[src/rtl/seg_dynamic_scan_if.sv]
// seg_dynamic_scan_if: display value inputs and multiplexed digit-select/segment outputs.
interface seg_dynamic_scan_if;
  logic [19:0] data;
  logic [5:0]  point;
  logic        sign;
  logic        seg_en;
  logic [5:0]  sel;
  logic [7:0]  seg;
  modport master (output data, point, sign, seg_en, input sel, seg);
  modport slave  (input data, point, sign, seg_en, output sel, seg);
endinterface

[src/rtl/seg_dynamic_scan.sv]
// seg_dynamic_scan: double-dabble binary-to-BCD converter feeding a 6-digit multiplexed 7-segment scanner.
// Define LEADING_ZERO_BLANK_EN to blank leading zeros and float the minus sign next to the MSD.
module seg_dynamic_scan #(
  parameter int CNT_MAX = 49999
) (
  input logic sys_clk,
  input logic sys_rst_n,
  seg_dynamic_scan_if.slave bus
);
  localparam int DW = $clog2(CNT_MAX + 1);
  localparam logic [DW-1:0] DWELL_MAX = DW'(CNT_MAX);
  typedef enum logic [1:0] {IDLE, SHIFT, DONE} state_t;
  state_t r_state, w_next;
  logic [19:0] w_clamp;
  logic [43:0] r_dd;
  logic [23:0] w_adj, r_buf;
  logic r_sign, r_buf_sign;
  logic [4:0] r_shift_cnt;
  logic [DW-1:0] r_dwell;
  logic w_flag;
  logic [2:0] r_idx;
  logic [3:0] w_nib;
  logic [6:0] w_num, w_pat;
  logic [5:0] r_sel;
  logic [7:0] r_seg;
  assign w_clamp = bus.sign ? (bus.data > 20'd99999 ? 20'd99999 : bus.data)
                            : (bus.data > 20'd999999 ? 20'd999999 : bus.data);
  for (genvar i = 0; i < 6; i++) begin : g_adj
    assign w_adj[4*i +: 4] = r_dd[20+4*i +: 4] >= 4'd5 ? r_dd[20+4*i +: 4] + 4'd3 : r_dd[20+4*i +: 4];
  end
  always_ff @(posedge sys_clk or negedge sys_rst_n)
    if (!sys_rst_n) r_state <= IDLE;
    else r_state <= w_next;
  always_comb begin
    w_next = r_state;
    w_next = r_state == IDLE  ? SHIFT :
             r_state == SHIFT ? (r_shift_cnt == 5'd19 ? DONE : SHIFT) : IDLE;
  end
  // {bcd, bin} shift as one register so the carry-out of the binary half feeds the BCD half
  always_ff @(posedge sys_clk or negedge sys_rst_n)
    if (!sys_rst_n) begin
      r_dd        <= '0;
      r_sign      <= 1'b0;
      r_shift_cnt <= '0;
      r_buf       <= '0;
      r_buf_sign  <= 1'b0;
    end else begin
      case (r_state)
        IDLE: begin
          r_dd        <= {24'd0, w_clamp};
          r_sign      <= bus.sign;
          r_shift_cnt <= '0;
        end
        SHIFT: begin
          r_dd        <= {w_adj, r_dd[19:0]} << 1;
          r_shift_cnt <= r_shift_cnt + 5'd1;
        end
        DONE: begin
          r_buf      <= r_dd[43:20];
          r_buf_sign <= r_sign;
        end
        default: ;
      endcase
    end
  assign w_flag = r_dwell == DWELL_MAX;
  always_ff @(posedge sys_clk or negedge sys_rst_n)
    if (!sys_rst_n) begin
      r_dwell <= '0;
      r_idx   <= '0;
    end else begin
      r_dwell <= w_flag ? '0 : r_dwell + 1'b1;
      if (w_flag) r_idx <= r_idx == 3'd5 ? 3'd0 : r_idx + 3'd1;
    end
  assign w_nib = r_buf[{r_idx, 2'b00} +: 4];
  always_comb begin
    w_num = 7'h7F;
    case (w_nib)
      4'd0: w_num = 7'h40;
      4'd1: w_num = 7'h79;
      4'd2: w_num = 7'h24;
      4'd3: w_num = 7'h30;
      4'd4: w_num = 7'h19;
      4'd5: w_num = 7'h12;
      4'd6: w_num = 7'h02;
      4'd7: w_num = 7'h78;
      4'd8: w_num = 7'h00;
      4'd9: w_num = 7'h10;
      default: w_num = 7'h7F;
    endcase
  end
`ifdef LEADING_ZERO_BLANK_EN
  logic [2:0] w_msd;
  always_comb begin
    w_msd = 3'd0;
    for (int d = 1; d < 6; d++)
      if (r_buf[4*d +: 4] != 4'd0) w_msd = 3'(d);
  end
  // digit 0 is never above the MSD, so a zero value still shows "0"
  assign w_pat = r_idx > w_msd ? ((r_buf_sign && r_idx == w_msd + 3'd1) ? 7'h3F : 7'h7F) : w_num;
`else
  assign w_pat = (r_buf_sign && r_idx == 3'd5) ? 7'h3F : w_num;
`endif
  always_ff @(posedge sys_clk or negedge sys_rst_n)
    if (!sys_rst_n) begin
      r_sel <= '0;
      r_seg <= 8'hFF;
    end else begin
      r_sel <= bus.seg_en ? 6'b1 << r_idx : 6'd0;
      r_seg <= bus.seg_en ? {~bus.point[r_idx], w_pat} : 8'hFF;
    end
  assign bus.sel = r_sel;
  assign bus.seg = r_seg;
endmodule

[src/flat_wrapper.sv]
// flat-port wrapper written by rule: the top's interface ports become plain ports
module seg_dynamic_scan_flat 
#(
  parameter int CNT_MAX = 49999
)
  (sys_clk, sys_rst_n, bus_data, bus_point, bus_sign, bus_seg_en, bus_sel, bus_seg);
  seg_dynamic_scan_if bus_i ();
  input logic sys_clk;
  input logic sys_rst_n;
  input wire logic [$bits(bus_i.data)-1:0] bus_data;
  input wire logic [$bits(bus_i.point)-1:0] bus_point;
  input wire logic [$bits(bus_i.sign)-1:0] bus_sign;
  input wire logic [$bits(bus_i.seg_en)-1:0] bus_seg_en;
  output wire logic [$bits(bus_i.sel)-1:0] bus_sel;
  output wire logic [$bits(bus_i.seg)-1:0] bus_seg;
  assign bus_i.data = bus_data;
  assign bus_i.point = bus_point;
  assign bus_i.sign = bus_sign;
  assign bus_i.seg_en = bus_seg_en;
  assign bus_sel = bus_i.sel;
  assign bus_seg = bus_i.seg;
  seg_dynamic_scan #(.CNT_MAX(CNT_MAX)) u_core (.sys_clk(sys_clk), .sys_rst_n(sys_rst_n), .bus(bus_i));
endmodule
[config.mk]
export PLATFORM = sky130hd
export DESIGN_NAME = seg_dynamic_scan_flat
export DESIGN_NICKNAME = d
export VERILOG_FILES = /design/src/rtl/seg_dynamic_scan_if.sv /design/src/rtl/seg_dynamic_scan.sv /design/src/flat_wrapper.sv
export SDC_FILE = /design/constraint.sdc
export NUM_CORES = 1
export LEC_CHECK = 0
export CAP_MARGIN = 20
export CORE_UTILIZATION = 50
export DETAILED_ROUTE_END_ITERATION = 8
export PLACE_DENSITY = 0.67
export SLEW_MARGIN = 40
export SYNTH_ARGS = -nofsm -noshare
export SYNTH_HDL_FRONTEND = slang
export SYNTH_SLANG_ARGS = --single-unit
[constraint.sdc]
create_clock -name sys_clk -period 2.4 [get_ports sys_clk]
set_input_delay 0.48 -clock sys_clk [delete_from_list [all_inputs] [get_ports sys_clk]]
set_output_delay 0.48 -clock sys_clk [all_outputs]
set_load 0.005 [all_outputs]
# --- Word level (Yosys, flattened, before mapping) ---
# Memory sizes are Yosys's and may differ from the RTL's.
# Cells that the tools add are included.
classes:
  n_bitwise: 1
  n_mux: 21
  n_mul: 0
  reduce_logical: 3
  magnitude_cmp: 9
  div: 0
  n_shift: 2
  n_eq_ne: 5
  n_addsub: 9
ops:
  columns: ["operator", "count"]
  rows:
  - ["44-bit one-hot mux with 2 select lines", 1]
  - ["20-bit two-way mux", 3]
  - ["4-bit by 3-bit >= comparator with 1-bit output, second input constant", 6]
  - ["24-bit by 6-bit variable part select with 4-bit output", 1]
  - ["4-bit by 2-bit adder with 4-bit output, second input constant", 5]
  - ["20-bit by 17-bit greater-than comparator with 1-bit output, second input constant", 1]
  - ["20-bit greater-than comparator, second input constant", 1]
  - ["4-bit two-way mux", 5]
  - ["16-bit by 1-bit adder with 16-bit output, second input constant", 1]
  - ["16-bit == test, second input constant", 1]
  - ["16-bit two-way mux", 1]
  - ["5-bit one-hot mux with 2 select lines", 1]
  - ["8-bit two-way mux", 1]
  - ["7-bit two-way mux", 1]
  - ["2-bit two-way mux", 3]
  - ["3-bit two-way mux", 2]
  - ["6-bit two-way mux", 1]
  - ["1-bit by 3-bit left shift with 6-bit output, first input constant", 1]
  - ["5-bit by 1-bit adder with 5-bit output, second input constant", 1]
  - ["5-bit == test, second input constant", 1]
  - ["3-bit by 4-bit less-than comparator with 1-bit output, second input constant", 1]
  - ["3-bit by 1-bit adder with 3-bit output, second input constant", 1]
  - ["3-bit by 2-bit adder with 3-bit output, second input constant", 1]
  - ["1-bit binary-select mux with 3-bit select", 1]
  - ["other kinds (8)", 8]
totals:
  latch_bits: 0
  ram_bits: 0
  wordCells: 61
  mem_bits_ro: 112
  mem_count: 1
  ff_bits: 110
  out_inout_bits: 14
  in_bits: 30
mem_list:
  columns: ["memory", "words", "word_bits", "read_ports", "rd_clocked_by_memory_dff", "wr", "line", "rtl"]
  rows:
  - ["(name not given)", 16, 7, 1, 0, 0, "seg_dynamic_scan.sv:77", "case (w_nib)"]

# --- Depth between registers and ports, before layout ---
depth:
  depth_word: 4
  ltp_mapped: 10
  depth_no_buf: 8

# --- Least setup slack after synthesis ---
# No wires, ideal clock.
synth_timing:
  kind: "register to register"
  startpoint: "register u_core.r_dwell[4]"
  endpoint: "register u_core.r_idx[1]"
  path_stages_with_launch: 6
  t_required_ps: 2275
  period_less_slack_ps: 2061
  arrival_time_ps: 1936
  slack_ps: 339
  path_buffers: 0
  setup_ps: 125
  path_cell_list: "dfrtp_1 or4b_1 or4_4 nor3_4 nand2_2 mux2_4"
synth_via:
  elab_chain_cells: 1
synth_lines:
  columns: ["item", "line", "rtl"]
  rows:
  - ["start: declaration", "seg_dynamic_scan.sv:19", "logic [DW-1:0] r_dwell;"]
  - ["start signal: assignment", "seg_dynamic_scan.sv:71", "r_dwell <= w_flag ? '0 : r_dwell + 1'b1;"]
  - ["16-bit == test", "seg_dynamic_scan.sv:65", "assign w_flag = r_dwell == DWELL_MAX;"]
  - ["end signal: assignment", "seg_dynamic_scan.sv:72", "if (w_flag) r_idx <= r_idx == 3'd5 ? 3'd0 : r_idx + 3'd1;"]
  - ["end: declaration", "seg_dynamic_scan.sv:21", "logic [2:0] r_idx;"]
# No other way between the ends.
# A chain may end at the register's enable or synchronous reset.

# --- Final worst setup path ---
# Ends and elaborated chain as after synthesis.

==> impl_metrics.ini <==
[worst_setup_path]
ff2ff_path_depth = 5
crit_path_start_kind = register
slowest_delay_ns = 0.52
critPathKind = reg2reg
worstPathMaxFanout = 4
worstPathRequired_ns = 2.66
cp-end-kind = register
path_cells = or4b_1 -> or4_4 -> nor3_4 -> nand2_2 -> mux2_4
critPathTopFamily = simple AND/OR/NAND/NOR gates
crit_buf_inv = 0
slowest_stage = or4b_1
cp.arrival_ns = 2.35
cp.depth = 5

[clocking]
cts-root-buf = clkbuf_8
holdBufCountCts = 0
cts_made_buffers = 9
cts_setup_buffers = 0
path_clk_slew_ns = 0.09
cts_resized = 0
clockBufferDepth = 2
clk_latency_ns = 0.37
cts_tree = done
htreeDepth = 3
cts_sinks = 110

[placed_design]
dpl_worst_slack_ns = 0.0457
dp_hpwl_um = 7730
placed_area_um2 = 6030
placement.io_buffers = 43
place.gp.congestion = 0.848

[power]
leakagePower_nw = 2.79
power_density_nw_per_um2 = 643
peakVddDrop_mv = 0.381

[timing]
post-route-period-util = 0.871
setup-violations-final = 0
worst_slack_ns = 0.310
fin_crit_ns = 2.09
rsz0062_at_grt = no
slew_headroom = 0.523
final_hold_viol_count = 0
slew_viol_final = 0
skew_ns = 0.0102
max_clock_freq_mhz = 478
worst_pin_slew_ns = 0.713
holdWs_ns = 0.0472
tns_ns = 0

[yosys]
yosysWarnings = 0
synth_common_cells = 102 x dfrtp_1, 57 x o21ai_0, 55 x nand2_1
avgSynthCellArea_um2 = 10.1
synth-xor-area-share = 0.0423
synth_top_area_share = 0.475
synthAdderAreaFrac = 0.0465
synth_top_area_cell = dfrtp_1
syn-instance-count = 532
muxShareOfSynthArea = 0.0605
synth-simple-area-share = 0.140
synth.most_common_cell = dfrtp_1
synth-edff-count = 0
syn-num-nets = 582
synth_top_flop_cell = dfrtp_1
synth_seq_area_share = 0.514
synth_top_family_by_area = compound AO/OA/AOI/OAI gates
synth.distinct_cells = 51
syn_area_um2 = 5380
synth_compound_area_frac = 0.163
synth_top_cells_by_area = dfrtp_1 47%, o21ai_0 5.3%, ha_1 4.7%
ys_ff_latch = 110
synth-async-reset-ratio = 1.00

[grt]
antenna_found_initial = 0
gr-total-overflow = 0
grt_pass1_vias = 4038
grt_max_degree = 53
track_usage = 0.210
grt_pass1_wl_um = 18700

[min_path]
hp-class = in2async

[finish]
fin_util = 0.603
areaGrowthSynthToFinish_pct = 16.3
fin_nets = 632
insertedDiodeCount = 0
layout-drive-gt1-share = 0.121
final_area_um2 = 6250

[run_status]
status = finished, final reports clean

[drt]
num_vias = 3985
first_pass_iters = 6
wl_um = 10600
route.antenna.remaining_nets = 0
drt-initial-drc-count = 212
post-route-drc-count = 0
vias_per_cell = 5.51
post_drt_wl_per_cell_um = 14.7

[die]
die_w_um = 106
rows = 37
die_h_um = 106
boundaryPins = 44
core_um2 = 10400
start_util = 0.519
die_area_um2 = 11200

[run]
drv_cap = 0
-- power breakdown --
group / internal, mW / leakage [nW] / switching, mW / total, mW
sequential: 2.07 / 1.41 / 0.0889 / 2.16
combinational: 0.352 / 1.27 / 0.320 / 0.672
clock: 0.598 / 0.109 / 0.597 / 1.19
-- final timing paths --
check | startpoint | slack, ns | end
max in group asynchronous | sys_rst_n | 1.68 | u_core.r_dd[13]
setup reg to reg | u_core.r_dwell[4] | 0.31 | u_core.r_idx[1]
hold / removal | sys_rst_n | 0.05 | u_core.r_dwell[10]
min in group sys_clk | u_core.r_shift_cnt[4] | 0.49 | u_core.r_shift_cnt[4]
setup / recovery | u_core.r_dwell[4] | 0.31 | u_core.r_idx[1]
hold reg to reg | u_core.r_shift_cnt[4] | 0.49 | u_core.r_shift_cnt[4]
-- final cells by class --
type / count / area (um^2)
Fill cell: 900 / 4120
Sequential cell: 110 / 2760
Multi-Input combinational cell: 375 / 2430
Timing Repair Buffer: 61 / 576
Clock buffer: 14 / 183
Tap cell: 136 / 170
Inverter: 25 / 93.8
Clock inverter: 2 / 37.5
-- logic make-up (layout without fill, tap and decap cells) --
group / after synthesis / count (layout)
buf+inv: 47 / 102
mux: 29 / 29
fa+ha+maj: 20 / 20
flops: 110 / 110
simple gates: 158 / 158
compound gates: 142 / 142
xor+xnor: 26 / 26
-- per-stage QoR --
| step | total power [mW] | std cells |
|---|---|---|
| floorplan | 2.56 | 532 |
| global placement | 2.85 | 707 |
| detailed placement | 2.87 | 707 |
| CTS | 4.07 | 723 |
| global route | 4.24 | 723 |
| finish | 4.02 | 723 |
-- registers in the layout, indices dropped and copies added (netlist names), 2 cells and up --
signal and flops:
u_core.r_dwell 16, u_core.r_idx 3, u_core.bus.sel 6, u_core.bus.seg 8, u_core.r_buf 24, u_core.r_shift_cnt 5
u_core.r_state 2, u_core.r_dd 44
-- worst reg2reg max path, stage by stage (launching register included) --
cell	delay, ns
dfrtp_1	0.42
or4b_1	0.52
or4_4	0.50
nor3_4	0.16
nand2_2	0.08
mux2_4	0.29
-- metal layers --
metal / GRT usage / up-vias / part of all wire
met3: 0.0470 / 12 / 0.034
met4: 0.0694 / 0 / 0.012
met5: 0 / - / 0
met1: 0.265 / 1928 / 0.46
li1: - / 1972 / -
met2: 0.357 / 73 / 0.50
-- layout by cell type, fill, tap and decap left out, types with 3 or more instances in the layout --
cell               n
dfrtp_1          102
o211ai_1           6
dfstp_2            8
clkdlybuf4s50_1   42
inv_1             25
o31ai_1            4
nand2_1           55
a22o_1             3
nand2b_1          12
o21ba_2            5
a22oi_1            8
clkbuf_8          13
nand3_1           13
ha_1              20
xor2_1            15
xnor2_1           11
buf_4             18
o32ai_1            5
mux2i_1           13
nand4_1            5
and2_1             5
mux2_2            14
o21a_1             3
a21oi_1           28
nor2_1            38
nor3_1            12
o22ai_1           14
o21ai_0           57
Note: power is estimated with default switching activity, not from simulation.
